===== src/rtl/step_phase_pkg.sv =====
// rtl/step_phase_pkg.sv - phase pattern constants, FSM states and pattern decode
package step_phase_pkg;

    localparam logic [3:0] PAT_IDX0 = 4'b0110;
    localparam logic [3:0] PAT_IDX1 = 4'b0101;
    localparam logic [3:0] PAT_IDX2 = 4'b1001;
    localparam logic [3:0] PAT_IDX3 = 4'b1010;

    typedef enum logic {
        UNLOCKED = 1'b0,
        LOCKED   = 1'b1
    } state_t;

    typedef struct packed {
        logic       valid;
        logic [1:0] idx;
    } decode_t;

    function automatic decode_t decode_pattern(input logic [3:0] pat);
        decode_t d;
        d.valid = 1'b1;
        d.idx   = 2'd0;
        case (pat)
            PAT_IDX0: d.idx = 2'd0;
            PAT_IDX1: d.idx = 2'd1;
            PAT_IDX2: d.idx = 2'd2;
            PAT_IDX3: d.idx = 2'd3;
            default:  d.valid = 1'b0;
        endcase
        return d;
    endfunction

endpackage


===== src/rtl/phase_sync_filter.sv =====
// rtl/phase_sync_filter.sv - 2-flop synchronizers plus stability filter with accept strobe
module phase_sync_filter #(
    parameter int STABLE_CYCLES = 4
) (
    input  logic       clk,
    input  logic       rst,
    input  logic [3:0] lines,
    output logic [3:0] pattern,
    output logic       accept
);

    localparam int CW = $clog2(STABLE_CYCLES + 1);

    logic [3:0]    sync1;
    logic [3:0]    sync2;
    logic [3:0]    cand;
    logic [CW-1:0] cnt;
    logic [CW-1:0] cnt_next;

    // cnt_next is the number of consecutive identical samples including this cycle's
    always_comb begin
        cnt_next = cnt;
        if (sync2 != cand) begin
            cnt_next = CW'(1);
        end else if (cnt != CW'(STABLE_CYCLES)) begin
            cnt_next = cnt + CW'(1);
        end
    end

    always_ff @(posedge clk) begin
        if (rst) begin
            sync1   <= 4'd0;
            sync2   <= 4'd0;
            cand    <= 4'd0;
            cnt     <= '0;
            pattern <= 4'd0;
            accept  <= 1'b0;
        end else begin
            sync1  <= lines;
            sync2  <= sync1;
            cand   <= sync2;
            cnt    <= cnt_next;
            accept <= 1'b0;
            if ((cnt_next == CW'(STABLE_CYCLES)) && (sync2 != pattern)) begin
                accept  <= 1'b1;
                pattern <= sync2;
            end
        end
    end

endmodule


===== src/rtl/step_phase_decoder.sv =====
// rtl/step_phase_decoder.sv - 4-phase stepper bus monitor: step decode, position, period, errors
module step_phase_decoder
    import step_phase_pkg::*;
#(
    parameter int POS_W         = 16,
    parameter int PER_W         = 24,
    parameter int STABLE_CYCLES = 4
) (
    input  logic                    clk,
    input  logic                    rst,
    input  logic                    A_phase,
    input  logic                    B_phase,
    input  logic                    C_phase,
    input  logic                    D_phase,
    input  logic                    err_clr,
    output logic                    step_fwd,
    output logic                    step_rev,
    output logic signed [POS_W-1:0] position,
    output logic [1:0]              phase_idx,
    output logic                    locked,
    output logic [PER_W-1:0]        step_period,
    output logic                    err_invalid,
    output logic                    err_skip
);

    logic [3:0]       acc_pat;
    logic             accept;
    decode_t          dec;
    logic [1:0]       delta;
    state_t           state;
    logic [PER_W-1:0] per_cnt;

    phase_sync_filter #(
        .STABLE_CYCLES(STABLE_CYCLES)
    ) u_filter (
        .clk    (clk),
        .rst    (rst),
        .lines  ({A_phase, B_phase, C_phase, D_phase}),
        .pattern(acc_pat),
        .accept (accept)
    );

    always_comb begin
        dec   = decode_pattern(acc_pat);
        delta = dec.idx - phase_idx;
    end

    always_ff @(posedge clk) begin
        if (rst) begin
            state       <= UNLOCKED;
            step_fwd    <= 1'b0;
            step_rev    <= 1'b0;
            position    <= '0;
            phase_idx   <= 2'd0;
            locked      <= 1'b0;
            step_period <= '0;
            per_cnt     <= '0;
            err_invalid <= 1'b0;
            err_skip    <= 1'b0;
        end else begin
            step_fwd <= 1'b0;
            step_rev <= 1'b0;

            // a set event in the same cycle as err_clr keeps the flag high
            if (accept && !dec.valid) begin
                err_invalid <= 1'b1;
            end else if (err_clr) begin
                err_invalid <= 1'b0;
            end
            if (accept && dec.valid && (state == LOCKED) && (delta == 2'd2)) begin
                err_skip <= 1'b1;
            end else if (err_clr) begin
                err_skip <= 1'b0;
            end

            if ((state == LOCKED) && (per_cnt != {PER_W{1'b1}})) begin
                per_cnt <= per_cnt + PER_W'(1);
            end

            case (state)
                UNLOCKED: begin
                    if (accept && dec.valid) begin
                        state     <= LOCKED;
                        locked    <= 1'b1;
                        phase_idx <= dec.idx;
                        per_cnt   <= PER_W'(1);
                    end
                end
                LOCKED: begin
                    if (accept) begin
                        if (!dec.valid) begin
                            state  <= UNLOCKED;
                            locked <= 1'b0;
                        end else begin
                            case (delta)
                                2'd1: begin
                                    step_fwd    <= 1'b1;
                                    position    <= position + POS_W'(1);
                                    phase_idx   <= dec.idx;
                                    step_period <= per_cnt;
                                    per_cnt     <= PER_W'(1);
                                end
                                2'd3: begin
                                    step_rev    <= 1'b1;
                                    position    <= position - POS_W'(1);
                                    phase_idx   <= dec.idx;
                                    step_period <= per_cnt;
                                    per_cnt     <= PER_W'(1);
                                end
                                2'd2: begin
                                    phase_idx <= dec.idx;
                                end
                                default: begin
                                end
                            endcase
                        end
                    end
                end
                default: begin
                    state  <= UNLOCKED;
                    locked <= 1'b0;
                end
            endcase
        end
    end

endmodule


===== config.mk =====
export PLATFORM = sky130hd
export DESIGN_NAME = step_phase_decoder
export DESIGN_NICKNAME = d
export VERILOG_FILES = /design/src/rtl/step_phase_pkg.sv /design/src/rtl/phase_sync_filter.sv /design/src/rtl/step_phase_decoder.sv
export SDC_FILE = /design/constraint.sdc
export NUM_CORES = 1
export LEC_CHECK = 0
export CAP_MARGIN = 20
export CORE_ASPECT_RATIO = 1.75
export CORE_MARGIN = 1
export CORE_UTILIZATION = 50
export CTS_CLUSTER_DIAMETER = 40
export DETAILED_ROUTE_END_ITERATION = 10
export HOLD_SLACK_MARGIN = 0.12
export PLACE_DENSITY_LB_ADDON = 0.15
export REMOVE_ABC_BUFFERS = 1
export SLEW_MARGIN = 10
export SYNTH_ARGS = -nofsm -noshare
export SYNTH_HDL_FRONTEND = slang
export SYNTH_HIERARCHICAL = 1
export SYNTH_SLANG_ARGS = --single-unit
export TNS_END_PERCENT = 50

===== constraint.sdc =====
create_clock -name clk -period 5.2 [get_ports clk]
set_input_delay 0.78 -clock clk [delete_from_list [all_inputs] [get_ports clk]]
set_output_delay 0.78 -clock clk [all_outputs]
set_load 0.02 [all_outputs]

### Word-level counts from Yosys, hierarchy flattened

Index checks and enable logic that the tools add are counted.

| storage, ports and cells | value |
|---|---|
| bits of input ports | 7 |
| register bits | 92 |
| output and inout port bits | 47 |

| operators by class | value |
|---|---|
| reductions and logical operators | 18 |
| equality and inequality tests | 17 |
| add/subtract/negate cells | 5 |
| bitwise logic cells | 3 |
| mux-type cells | 30 |

Operators with widths:

| operator | number |
|---|---|
| 24-bit 2-to-1 mux | 5 |
| 24-bit case mux with 2 select lines | 1 |
| 16-bit case mux with 2 select lines | 1 |
| 24-bit by 1-bit adder with 24-bit output, second input constant | 1 |
| 24-bit inequality test, second input constant | 1 |
| 16-bit by 2-bit adder with 16-bit output, second input constant | 1 |
| 16-bit by 2-bit subtractor with 16-bit output, second input constant | 1 |
| 1-bit 2-to-1 mux | 13 |
| 4-bit AND reduction | 3 |
| 4-bit by 3-bit equality test with 1-bit output, second input constant | 2 |
| 4-bit equality test, second input constant | 2 |
| 2-bit 2-to-1 mux | 4 |
| 2-bit inequality test, second input constant | 4 |
| 4-bit inequality test | 2 |
| 4-bit OR reduction | 2 |
| 1-bit logical AND | 6 |
| 3-bit 2-to-1 mux | 2 |
| 2-bit case mux with 3 select lines | 1 |
| 2-bit nonzero test | 3 |
| 2-bit equality test, second input constant | 2 |
| 1-bit case mux with 2 select lines | 2 |
| 2-bit case mux with 2 select lines | 1 |
| 3-bit by 1-bit adder with 3-bit output, second input constant | 1 |
| 3-bit equality test, second input constant | 1 |
| 9 further kinds | 11 |

### Logic depth before layout (Yosys ltp)

Gate-level depths: netlist of run 1.

| depth | value |
|---|---|
| depth in word-level cells | 9 |
| gate-level depth with buffers | 19 |

### Hierarchy

The synthesis of run 1 kept the hierarchy.

Modules (own cells, without submodules):

| module | area each (µm²) | instances | cells an instance |
|---|---|---|---|
| step_phase_decoder | 3612.2 | 1 | 457 |
| phase_sync_filter | 765.7 | 1 | 69 |

### Worst setup path before layout of run 1

OpenSTA, ideal clock, no wires.

| path | value |
|---|---|
| path kind | reg2reg |
| start point | reg u_filter.pattern[0] |
| end point | reg position[15] |
| data required time | 5.077 ns |
| clock period less this slack | 3.864 ns |
| cell stages (with the launch flop) | 18 |
| slack | 1.336 ns |
| data arrival time | 3.740 ns |
| cell sequence | dfxtp_1 -> inv_1 -> nor3_1 -> a31oi_1 -> ha_1 -> clkbuf_1 -> nor4b_4 -> nor2_4 -> clkinv_4 -> buf_2 -> ha_1 -> clkbuf_1 -> a21o_1 -> maj3_2 -> a21oi_1 -> o31a_1 -> mux2i_1 -> mux2_1 |

| between the ends | value |
|---|---|
| word-level cells in the longest chain between the ends | 6 |

RTL lines:

| item | RTL line | RTL |
|---|---|---|
| start, declared | phase_sync_filter.sv:8 | `output logic [3:0] pattern,` |
| start signal, assigned | phase_sync_filter.sv:46 | `pattern <= sync2;` |
| 4-bit equality test or 4-bit by 3-bit equality test with 1-bit output (tied branches) | step_phase_pkg.sv:23 | `case (pat)` |
| 2-bit case mux with 3 select lines | step_phase_pkg.sv:23 |  |
| 2-bit subtractor | step_phase_decoder.sv:45 | `delta = dec.idx - phase_idx;` |
| 2-bit equality test or 2-bit by 1-bit equality test with 1-bit output (tied branches) | step_phase_decoder.sv:95 | `case (delta)` |
| 2-bit nonzero test (no line) | -- |  |
| 4-bit AND reduction (no line) | -- |  |
| end signal, assigned | step_phase_decoder.sv:98 | `position <= position + POS_W'(1);` |
| end signal, assigned | step_phase_decoder.sv:105 | `position <= position - POS_W'(1);` |
| end, declared | step_phase_decoder.sv:18 | `output logic signed [POS_W-1:0] position,` |

Several ways; a longest one is shown, not always the timed one.
A chain may end at the register's enable or synchronous reset.

### Worst setup path after layout of run 1

| path | value |
|---|---|
| start point | reg u_filter.pattern[3] |
| end point | reg position[13] |

Same word-level chain as after synthesis.

==> results of run 1 <==
==> cell type report <==
cell class | count | area share [%]
multi-input cells | 396 | 45.65
flip-flops and latches | 92 | 35.16
repair buffers | 56 | 10.46
clock buffers | 10 | 4.372
well taps | 115 | 2.747
clock inverters | 6 | 0.9317
inverters | 8 | 0.6689
==> power groups by stage <==
stage	combinational [W]	clock [W]	sequential, W
5_1_grt	0.0000409	0.000655	0.000715
3_3_place_gp	0.0000370	0	0.000731
6_report	0.0000372	0.000609	0.000715
2_1_floorplan	0.0000187	0	0.000731
4_1_cts	0.0000382	0.000625	0.000715
3_5_place_dp	0.0000380	0	0.000731
==> logic make-up (layout without fill, tap and decap cells) <==
group | count (synthesis) | in the layout | synth area share, %
buf+inv | 38 | 80 | 3.458
fa+ha+maj | 12 | 12 | 3.401
compound gates | 108 | 108 | 14.89
flops | 92 | 92 | 42.07
mux | 7 | 7 | 1.743
xor+xnor | 42 | 42 | 8.403
simple gates | 227 | 227 | 26.04
==> sequential cells by signal, indices dropped and copies added, names as in the netlist, named ones only <==
name / cells
step_fwd: 1
u_filter/cand: 4
position: 16
step_period: 24
u_filter/accept: 1
u_filter/cnt: 3
err_invalid: 1
u_filter/sync1: 4
locked: 1
u_filter/pattern: 4
step_rev: 1
u_filter/sync2: 4
phase_idx: 2
err_skip: 1
per_cnt: 24
==> routing by layer <==
metal | up-vias | track usage (%) | wire (µm)
met5 | - | 0 | 0
met4 | 0 | 8.766 | 206
met3 | 18 | 4.240 | 247
met2 | 64 | 40.13 | 5105
met1 | 1700 | 23.17 | 3824
li1 | 1885 | - | -
==> worst paths after layout <==
kind / startpoint / to
worst max-delay path: u_filter/pattern[3] / position[13]
worst min-delay path: u_filter/sync1[2] / u_filter/sync2[2]
worst max register to register: u_filter/pattern[3] / position[13]
worst min register to register: u_filter/sync1[2] / u_filter/sync2[2]
==> critical path: cells and delay by family (launching register included) <==
| kind | cells | cell delay (ns) |
|---|---|---|
| xor+xnor | 2 | 0.50 |
| compound gates | 5 | 1.22 |
| flops | 1 | 0.38 |
| buf+inv | 1 | 0.27 |
| fa+ha+maj | 2 | 0.54 |
| simple gates | 6 | 1.20 |
==> cells in the mapped netlist (4+ instances only) <==
cell and count:
nand4_1 7, nand3_1 14, o21ai_0 16, nand3b_1 4, xnor2_1 21, mux2_2 4, nor3_1 11, and4_1 4
nand2b_1 6, inv_1 7, nor2b_1 20, a21o_1 5, o31ai_1 4, nand2_1 85, and3_1 8, or3_1 8
nor2_1 44, ha_1 11, a21oi_1 55, clkbuf_1 27, xor2_1 21, dfxtp_1 92
==> stage by stage <==
| stage | std cells | util (%) |
|---|---|---|
| CTS | 683 | 62.59 |
| detailed placement | 667 | 59.27 |
| global route | 683 | 62.59 |
| global placement | 667 | 59.27 |
| floorplan | 496 | - |
| finish | 683 | 62.59 |
==> flow_summary.toml, run 1 <==
[floorplanning]
core-area_mm2 = 0.008368
die_area_mm2 = 0.009149
pin_count = 54
die-width_um = 72.74
rows = 44
die_h_um = 125.8
start_util_pct = 52.32

[finish]
area_delta_synth_final_pct = 19.63
fin_area_mm2 = 0.005238
mostFrequentLayoutCells = "92 x dfxtp_1, 85 x nand2_1, 55 x a21oi_1"
multi_input_area_mm2 = 0.002391
drive_gt1_share_pct = 6.338
num_antenna_cells = 0
nets = 581
layout_commonest_cell = "dfxtp_1"
nFillCells = 786
regArea_mm2 = 0.001842

[cts]
cts_made_buffers = 9
ctsRootBufferMaster = "clkbuf_16"
clk_pin_slew_ns = 0.07
clockBufferDepth = 2
cts.sinks = 92
cts_setup_buffers = 0
ctsHoldBuffers = 0
htree_levels = 3
cts_tree = "yes"
cts_resized = 0
clk_latency_ns = 0.34

[sta]
setup_tns_ns = 0
maxSlewViolCount = 0
clock.fmax_mhz = 235.2
worst_clock_skew_ns = 0.009227
period_share_pct = 81.78
tightest_slew_ns = 0.9658
setup-violations-final = 0
max-slew-margin-rel_pct = 35.62
fin_crit_ns = 4.252
setup_ws_ns = 0.9476
rsz0062_at_grt = "no"
whs_ns = 0.4472
hold_viol = 0

[place]
place_congestion = 0.8570
place_ws_ns = 0.9646
dp_hpwl_um = 6678
dpl-instance-area_mm2 = 0.004960
portBuffers = 53

[synthesis]
synth_top_cell_area_share_pct = 42.07
syn_inst = 526
synth-seq-area-share_pct = 42.07
post-synth-top-area-cell = "dfxtp_1"
synth.ff_latch_count = 92
synthArstFlopShare_pct = 0
ys_warn_count = 6
synth.area.top_cells = "dfxtp_1 42%, nand2_1 7.3%, a21oi_1 6.3%"
synth_edf_count = 0
synthFlopType = "dfxtp_1"
netlist_area_mm2 = 0.004378
avgSynthCellArea_um2 = 8.323
ys_types = 57

[detailed_routing]
wirelength_um = 9383
detail-route-antenna-nets = 0
drcViolationCount = 0
num_vias = 3667
drtPass1Iterations = 4
wl_per_cell_um = 13.74
via_per_inst = 5.369
first_iter_violations = 127

[setup_path]
critPathCaptureType = "register"
start_kind = "register"
critPathKind = "reg2reg"
max_stage_delay_ns = 0.41
cp.required_ns = 5.39
critPathArrivalTime_ns = 4.44
critPathMaxFanout = 21
reg2reg_depth = 16
r2r_slack_ns = 0.95
cpMaxStageDelayCell = "nor2_4"
worstPathCellList = "nor2b_1 > a31oi_1 > ha_1 > xnor2_1 > a211oi_2 > nor2_4 > clkinv_4 > ha_1 > a41oi_1 > nor3_1 > o31ai_1 > nor4b_2 > nand2b_1 > a311oi_1 > xnor2_1 > nor2_1"

[global_route]
overflow = 0
grt_start_max_net_pins = 56
antenna_found_initial = 0
grt_usage_pct = 21.65
grt_pass1_wl_um = 15780
grt_pass1_vias = 3516

[pwr]
internal_power_w = 0.001055
power_density_mw_per_mm2 = 259.9
power_w = 0.001361
p_leak_nw = 1.876
pwr-share-seq_pct = 52.5
combPwrFrac_pct = 2.7
switching_share_pct = 22.47
peakVddDrop_mv = 0.2287
p_sw_w = 0.0003058
p_clk_share_pct = 44.8

[hold_path]
whs_path_depth = 1
worstHoldPathType = "reg2reg"

[status]
outcome = "finished clean"

[flow_run]
cap_viol_max_count = 0
(Power assumes the default switching activity.)
==> inputs of run 2 (changes only) <==
==> constraint.sdc (replaced) <==
create_clock -name clk -period 4.3 [get_ports clk]
set_input_delay 0.645 -clock clk [delete_from_list [all_inputs] [get_ports clk]]
set_output_delay 0.645 -clock clk [all_outputs]
set_load 0.02 [all_outputs]
==> flow_summary.toml, run 2 (synthesis gave the netlist of run 1 again) <==
[pwr]
combPwrFrac_pct = 2.7
p_sw_w = 0.0003774
internal_power_w = 0.001335
pwr-share-seq_pct = 50.5
peakVddDrop_mv = 0.2320
switching_share_pct = 22.03
power_density_mw_per_mm2 = 322.3
p_leak_nw = 1.915
p_clk_share_pct = 46.8
power_w = 0.001713

[place]
dpl-instance-area_mm2 = 0.004997
place_congestion = 0.8587
portBuffers = 53
dp_hpwl_um = 7126
dp.cells = 672

[sta]
max-slew-margin-rel_pct = 46.24
hold_viol = 0
period_share_pct = 93.45
setup-violations-final = 0
tightest_slew_ns = 0.8055
maxSlewViolCount = 0
rsz0062_at_grt = "yes"
worst_clock_skew_ns = 0.006990
clock.fmax_mhz = 248.9
whs_ns = 0.4450
fin_crit_ns = 4.018

[detailed_routing]
detail-route-antenna-nets = 0
wirelength_um = 10090
num_vias = 3776
via_per_inst = 5.472
wl_per_cell_um = 14.62
first_iter_violations = 193
drcViolationCount = 0
drtPass1Iterations = 4

[finish]
fin_cells = 690
area_delta_synth_final_pct = 21.38
top_regs = "per_cnt (24), step_period (24), position (16)"
nets = 588
drive_gt1_share_pct = 7.478
nFillCells = 756
fin_area_mm2 = 0.005314
mostFrequentLayoutCells = "92 x dfxtp_1, 85 x nand2_1, 55 x a21oi_1"
num_antenna_cells = 0
layout_commonest_cell = "dfxtp_1"

[floorplanning]
rows = 44
start_util_pct = 52.32
pin_count = 54
die_area_mm2 = 0.009149
die_h_um = 125.8
die-width_um = 72.74
core-area_mm2 = 0.008368

[setup_path]
critPathArrivalTime_ns = 4.26
reg2reg_depth = 17
start_kind = "register"
critPathCaptureType = "register"
critPathKind = "reg2reg"
cp.required_ns = 4.54
worstReg2RegEnd = "position[14]"
critPathMaxFanout = 8
reg2reg_from = "u_filter/pattern[0]"
r2r_slack_ns = 0.28

[cts]
ctsHoldBuffers = 0
clk_pin_slew_ns = 0.07
clk_latency_ns = 0.35
clockBufferDepth = 2
cts_made_buffers = 9
ctsRootBufferMaster = "clkbuf_16"
cts_tree = "yes"
htree_levels = 3
cts.sinks = 92

[global_route]
globalRouteMet2Util_pct = 41.95
grt_usage_pct = 23.56
overflow = 0
grt_pass1_vias = 3619
grt_pass1_wl_um = 16970
met3_usage_pct = 4.080
antenna_found_initial = 0
grtUsageMet1_pct = 26.36
top_usage_layer = "met2"
grt_start_max_net_pins = 39

[flow_run]
cap_viol_max_count = 0

[hold_path]
worstHoldPathType = "reg2reg"
whs_path_depth = 1
min_to = "u_filter/sync2[0]"
hold_start = "u_filter/sync1[0]"

[status]
outcome = "finished clean"
## run 2: per-layer routing
metal	part of all wire (%)	wire length, µm	up-vias
met5	0	0	-
met4	2.7	269	0
met3	2.4	244	22
met2	54	5459	67
met1	41	4116	1785
li1	-	-	1902
## run 2: final cells by class
| cell class | count | area, µm² | area share (%) |
|---|---|---|---|
| clock buffers | 10 | 229.0 | 4.309 |
| clock inverters | 6 | 72.57 | 1.366 |
| inverters | 8 | 35.03 | 0.6593 |
| flip-flops and latches | 92 | 1842 | 34.66 |
| repair buffers | 63 | 600.6 | 11.30 |
| well taps | 115 | 143.9 | 2.708 |
| multi-input cells | 396 | 2391 | 45.00 |
## run 2: what timing repair did
item / in CTS / in global routing
endpoints found under the setup margin: 0 / 4
buffers inserted: 0 / 2
resized for setup: 0 / 0
## run 2: worst max-delay path by stage
stage / start / endpoint / slack (ns) / cells after the start
final: u_filter/pattern[0] / position[14] / 0.28 / 17
after global routing: u_filter/pattern[0] / position[14] / -0.04 / 18
after CTS: u_filter/pattern[0] / position[15] / 0.21 / 17
after detailed placement: u_filter/pattern[3] / position[15] / 0.33 / 16
after global placement: u_filter/pattern[3] / position[15] / 0.52 / 16
after floorplan: u_filter/pattern[0] / position[15] / 0.67 / 15
## run 2: metrics by stage
stage / util, % / setup slack, ns / TNS, ns
final: 63.50 / 0.2816 / 0
after global routing: 63.50 / -0.04427 / -0.04427
after CTS: 63.32 / 0.2089 / 0
after detailed placement: 59.72 / 0.3287 / 0
after global placement: 59.72 / 0.5162 / 0
after floorplan: - / 0.6706 / 0
## run 2: power by group through the flow
stage                      logic, W  registers, W  clock network, W
after CTS                 0.0000469      0.000864          0.000821
after detailed placement  0.0000468      0.000884                 0
after global routing      0.0000521      0.000864          0.000860
final                     0.0000464      0.000864          0.000802
after floorplan           0.0000226      0.000884                 0
after global placement    0.0000456      0.000883                 0
## run 2: critical path, cell delays in order (launching register included)
cell and delay (ns):
dfxtp_1 0.42, inv_1 0.10, nor3_1 0.24, a31oi_1 0.12
ha_1 0.46, a211oi_2 0.55, nor2_4 0.08, buf_4 0.18
xnor2_1 0.12, ha_1 0.22, nor2_1 0.14, o31ai_1 0.11
nor4_1 0.24, o21ai_0 0.11, a21oi_1 0.34, o221ai_1 0.22
xnor2_1 0.17, o21ai_1 0.08
==> patch 1, RTL diff (config.mk and constraints of run 2) <==
Put one more register stage on the output `step_period`. The value now appears one clock later. The other outputs are not delayed to match.
--- a/src/rtl/step_phase_decoder.sv
+++ b/src/rtl/step_phase_decoder.sv
@@ -23,4 +23,6 @@
     output logic                    err_skip
 );
+
+    logic [PER_W-1:0] step_period_s0;
 
     logic [3:0]       acc_pat;
@@ -54,5 +56,5 @@
             phase_idx   <= 2'd0;
             locked      <= 1'b0;
-            step_period <= '0;
+            step_period_s0 <= '0;
             per_cnt     <= '0;
             err_invalid <= 1'b0;
@@ -98,5 +100,5 @@
                                     position    <= position + POS_W'(1);
                                     phase_idx   <= dec.idx;
-                                    step_period <= per_cnt;
+                                    step_period_s0 <= per_cnt;
                                     per_cnt     <= PER_W'(1);
                                 end
@@ -105,5 +107,5 @@
                                     position    <= position - POS_W'(1);
                                     phase_idx   <= dec.idx;
-                                    step_period <= per_cnt;
+                                    step_period_s0 <= per_cnt;
                                     per_cnt     <= PER_W'(1);
                                 end
@@ -125,4 +127,8 @@
     end
 
+    always_ff @(posedge clk) begin
+        step_period <= step_period_s0;
+    end
+
 endmodule
 
Behaviour: no difference found for any inputs over 10 cycles, from zero or initial values and one cycle with rst high; that may be too few to reach the edited logic, so the function may still have changed.
==> patch 1 against run 2 <==
- sequential power rose by 26%
- cell area grew 17%
- critical endpoint is now position[15]
- wire length up 17%
- setup slack better by 0.061 ns
- area after synthesis is 15% higher
- total power up 45%
- clock power grew 70%
- core utilization decreased by 0.34 points
- highest routed layer unchanged
- sequential cell count is 24 higher
==> patch 1: results (changes against run 2) <==
metric	value	unit	change
post-place-ws	0.342	ns	+0.0137 ns
clock_latency	0.42	ns	+0.07 ns
cts_made_buffers	17		+8
finalWorstSetupSlack	0.342	ns	+0.0607 ns
largest_registers	per_cnt x24, step_period x24, step_period_s0 x24		
cpLargestDelayFamily	simple AND/OR/NAND/NOR gates		
vias	4224		+12%
rr_startpoint	u_filter/pattern[2]		
gp_congestion	0.885		+3.1%
skew	0.0190	ns	+0.0120 ns
wl	11.8	mm	+17%
r2r_cells	15		-2
place_inst	725		+7.9%
drt_iter0_markers	228		+18%
drt_pass1_iterations	5		+1
fin_cells	757		+9.7%
leakage	2.28	nW	+19%
track_usage	23.6	%	+0.067 points
status	complete, no violations		
htreeDepth	4		+1
timing.hold.ws	0.346	ns	-0.0986 ns
synth_common_cells	dfxtp_1, nand2_1, nor2_1, a21oi_1, xnor2_1		
grt_pass1_vias	3979		+9.9%
placed_area	5640	um^2	+13%
synth_seq_area_share	46.2	%	+4.1 points
dp_hpwl	7.93	mm	+11%
drive_above_1_share	9.49	%	+2.0 points
path_clk_slew	0.06	ns	
peakVddDrop	0.000292	V	+26%
synth_cell_types	66		+16%
arrival	4.23	ns	-0.03 ns
cpPeakStageDelay	0.44	ns	-0.11 ns
synth_area_leaders	dfxtp_1, nand2_1, a21oi_1		
worstReg2RegEnd	position[15]		
grt_pass1_wl	19.2	mm	+13%
tightest_slew	1.08	ns	+0.277 ns
synth_cells	568		+8.0%
grt_max_degree	68		+74%
nets	637		+8.3%
crit_fanout	11		+3
patch 1: how the worst min path moves through the flow:
stage          depth (start not counted)               to          startpoint
4_1_cts                                0   step_period[9]   step_period_s0[9]
5_1_grt                                0   step_period[9]   step_period_s0[9]
2_1_floorplan                          0   step_period[0]   step_period_s0[0]
3_5_place_dp                           0  step_period[11]  step_period_s0[11]
6_report                               0   step_period[9]   step_period_s0[9]
3_3_place_gp                           0  step_period[10]  step_period_s0[10]
patch 1: cells by family (layout without fill, tap and decap cells):
logic type / count (synthesis) / after routing / synth area share [%]
and+or+nand+nor: 240 / 240 / 23.8
muxes: 9 / 9 / 1.91
DFF: 116 / 116 / 46.2
xor gates and xnor gates: 42 / 42 / 7.31
AOI/OAI and AO/OA: 104 / 104 / 14.0
buffers and inverters: 45 / 109 / 3.85
adders and majority gates: 12 / 12 / 2.96
patch 1: cell type report:
type	count	area (um^2)
Clock buffer	19	453
Sequential cell	116	2320
Clock inverter	13	125
Timing Repair Buffer	62	593
Tap cell	125	156
Fill cell	885	3630
Inverter	15	56.3
Multi-Input combinational cell	407	2510
patch 1: metal layers:
metal | vias to the layer above | track usage [%] | share of wire, %
li1 | 2082 | - | -
met1 | 2022 | 24.9 | 40
met2 | 101 | 44.2 | 54
met3 | 19 | 5.00 | 3.9
met4 | 0 | 10.4 | 2.2
met5 | - | 0 | 0
patch 1: report_power, final:
group	switching [mW]	leakage [nW]	internal, mW
combinational	0.0277	1.08	0.0189
sequential	0.00530	0.937	1.08
clock	0.527	0.269	0.830
total	0.560	2.28	1.93
==> patch 2, RTL diff (config.mk and constraints of run 2) <==
Without the edit above. Set the parameter `PER_W` to 20 (it was 24).
--- a/src/rtl/step_phase_decoder.sv
+++ b/src/rtl/step_phase_decoder.sv
@@ -4,5 +4,5 @@
 #(
     parameter int POS_W         = 16,
-    parameter int PER_W         = 24,
+    parameter int PER_W         = 20,
     parameter int STABLE_CYCLES = 4
 ) (
Ports: changed (resized step_period); port bits go from 54 to 50. No check against the original RTL was run, so the function may have changed too.
==> patch 2 against run 2 <==
- sequential power shrank 8.4%
- wire length shrank 7.7%
- total power shrank 8.8%
- sequential cell count shrank 8
- count of clock-buffer cells in the layout grew 3
- cell area shrank 4.9%
- global-route usage shrank 0.70 points
- core utilization shrank 0.45 points
- area after synthesis shrank 4.7%
- setup slack gained 0.0067 ns
- critical path type unchanged
==> patch 2: results (changes against run 2) <==
metric	value	unit	change
status	complete, no violations		
clkCellAreaFrac	5.52	%	-0.15 points
synth_area_leaders	dfxtp_1, nand2_1, a21oi_1		
hold-path-endpoint	u_filter/sync2[1]		
grt_pass1_vias	3548		-2.0%
power.density	309	nW/um^2	-4.1%
placed_area	4720	um^2	-5.6%
dp_hpwl	6.58	mm	-7.7%
fin_cells	639		-7.4%
cts_num_sinks	84		-8.7%
cp-endpoint	position[15]		
grt_use_met1	24.0	%	-2.4 points
fin_crit	4.01	ns	-0.00665 ns
use_met2	42.5	%	+0.54 points
track_usage	22.9	%	-0.70 points
synth-adder-area-share	3.30	%	-0.10 points
drt_pass1_iterations	6		+2
place_inst	619		-7.9%
nets	562		-4.4%
multi_input_cells	383		-3.3%
post-place-ws	0.203	ns	-0.125 ns
crit_fanout	11		+3
num-nonclk-inverters	6		-2
dr_wl_met2	4.86	mm	-11%
sequentialPower	0.791	mW	-8.4%
synth_xor_area_share	8.19	%	-0.21 points
num-nonclk-buffers	60		-4.8%
grt_pass1_wl	15.7	mm	-7.4%
clkbuf_count	13		+3
synth_seq_area_share	40.3	%	-1.7 points
arrival	4.24	ns	-0.02 ns
postLayoutCoreUtil	63.1	%	-0.45 points
synth_common_cells	dfxtp_1, nand2_1, nor2_1, a21oi_1, clkbuf_1		
wl_met1	3.91	mm	-5.1%
stdcell_area	5050	um^2	-4.9%
worstSetupStartpoint	u_filter/pattern[3]		
drive_above_1_share	8.74	%	+1.3 points
largest_registers	per_cnt x20, step_period x20, position x16		
nFillCells	711		-6.0%
timing.slew.headroom	38.7	%	-7.6 points
skew	0.00589	ns	-0.00110 ns
multi_input_area_share	47.3	%	+2.3 points
use_met3	4.68	%	+0.60 points
peakVddDrop	0.000280	V	+21%
[patch 2: cell types whose count changed in the layout (fill, tap and decap cells not counted), moves of 5 or more]
cell,delta
nand2_1,-10
dfxtp_1,-9
nand3_1,-9
a21oi_1,-8
a21o_1,-5
[patch 2: logic make-up after synthesis]
family	Yosys count
AND/OR/NAND/NOR	214
AO/OA/AOI/OAI	110
flip-flops	84
XOR/XNOR	39
buffers and inverters	34
adder cells (fa/ha/maj)	11
multiplexers	9
[patch 2: worst reg2reg max path: stages (launching register included)]
cell and delay, ns:
dfxtp_1 0.39, nand2b_1 0.16, nor3_1 0.05, a31oi_1 0.22, ha_1 0.26, xnor2_2 0.17
nor4b_4 0.37, nor2_2 0.08, inv_2 0.10, buf_4 0.20, ha_2 0.26, a21o_4 0.17
o2111ai_1 0.11, o21ai_0 0.12, a222oi_1 0.09, buf_4 0.18, buf_4 0.12, o31a_1 0.27
a311o_1 0.29, mux2_4 0.30
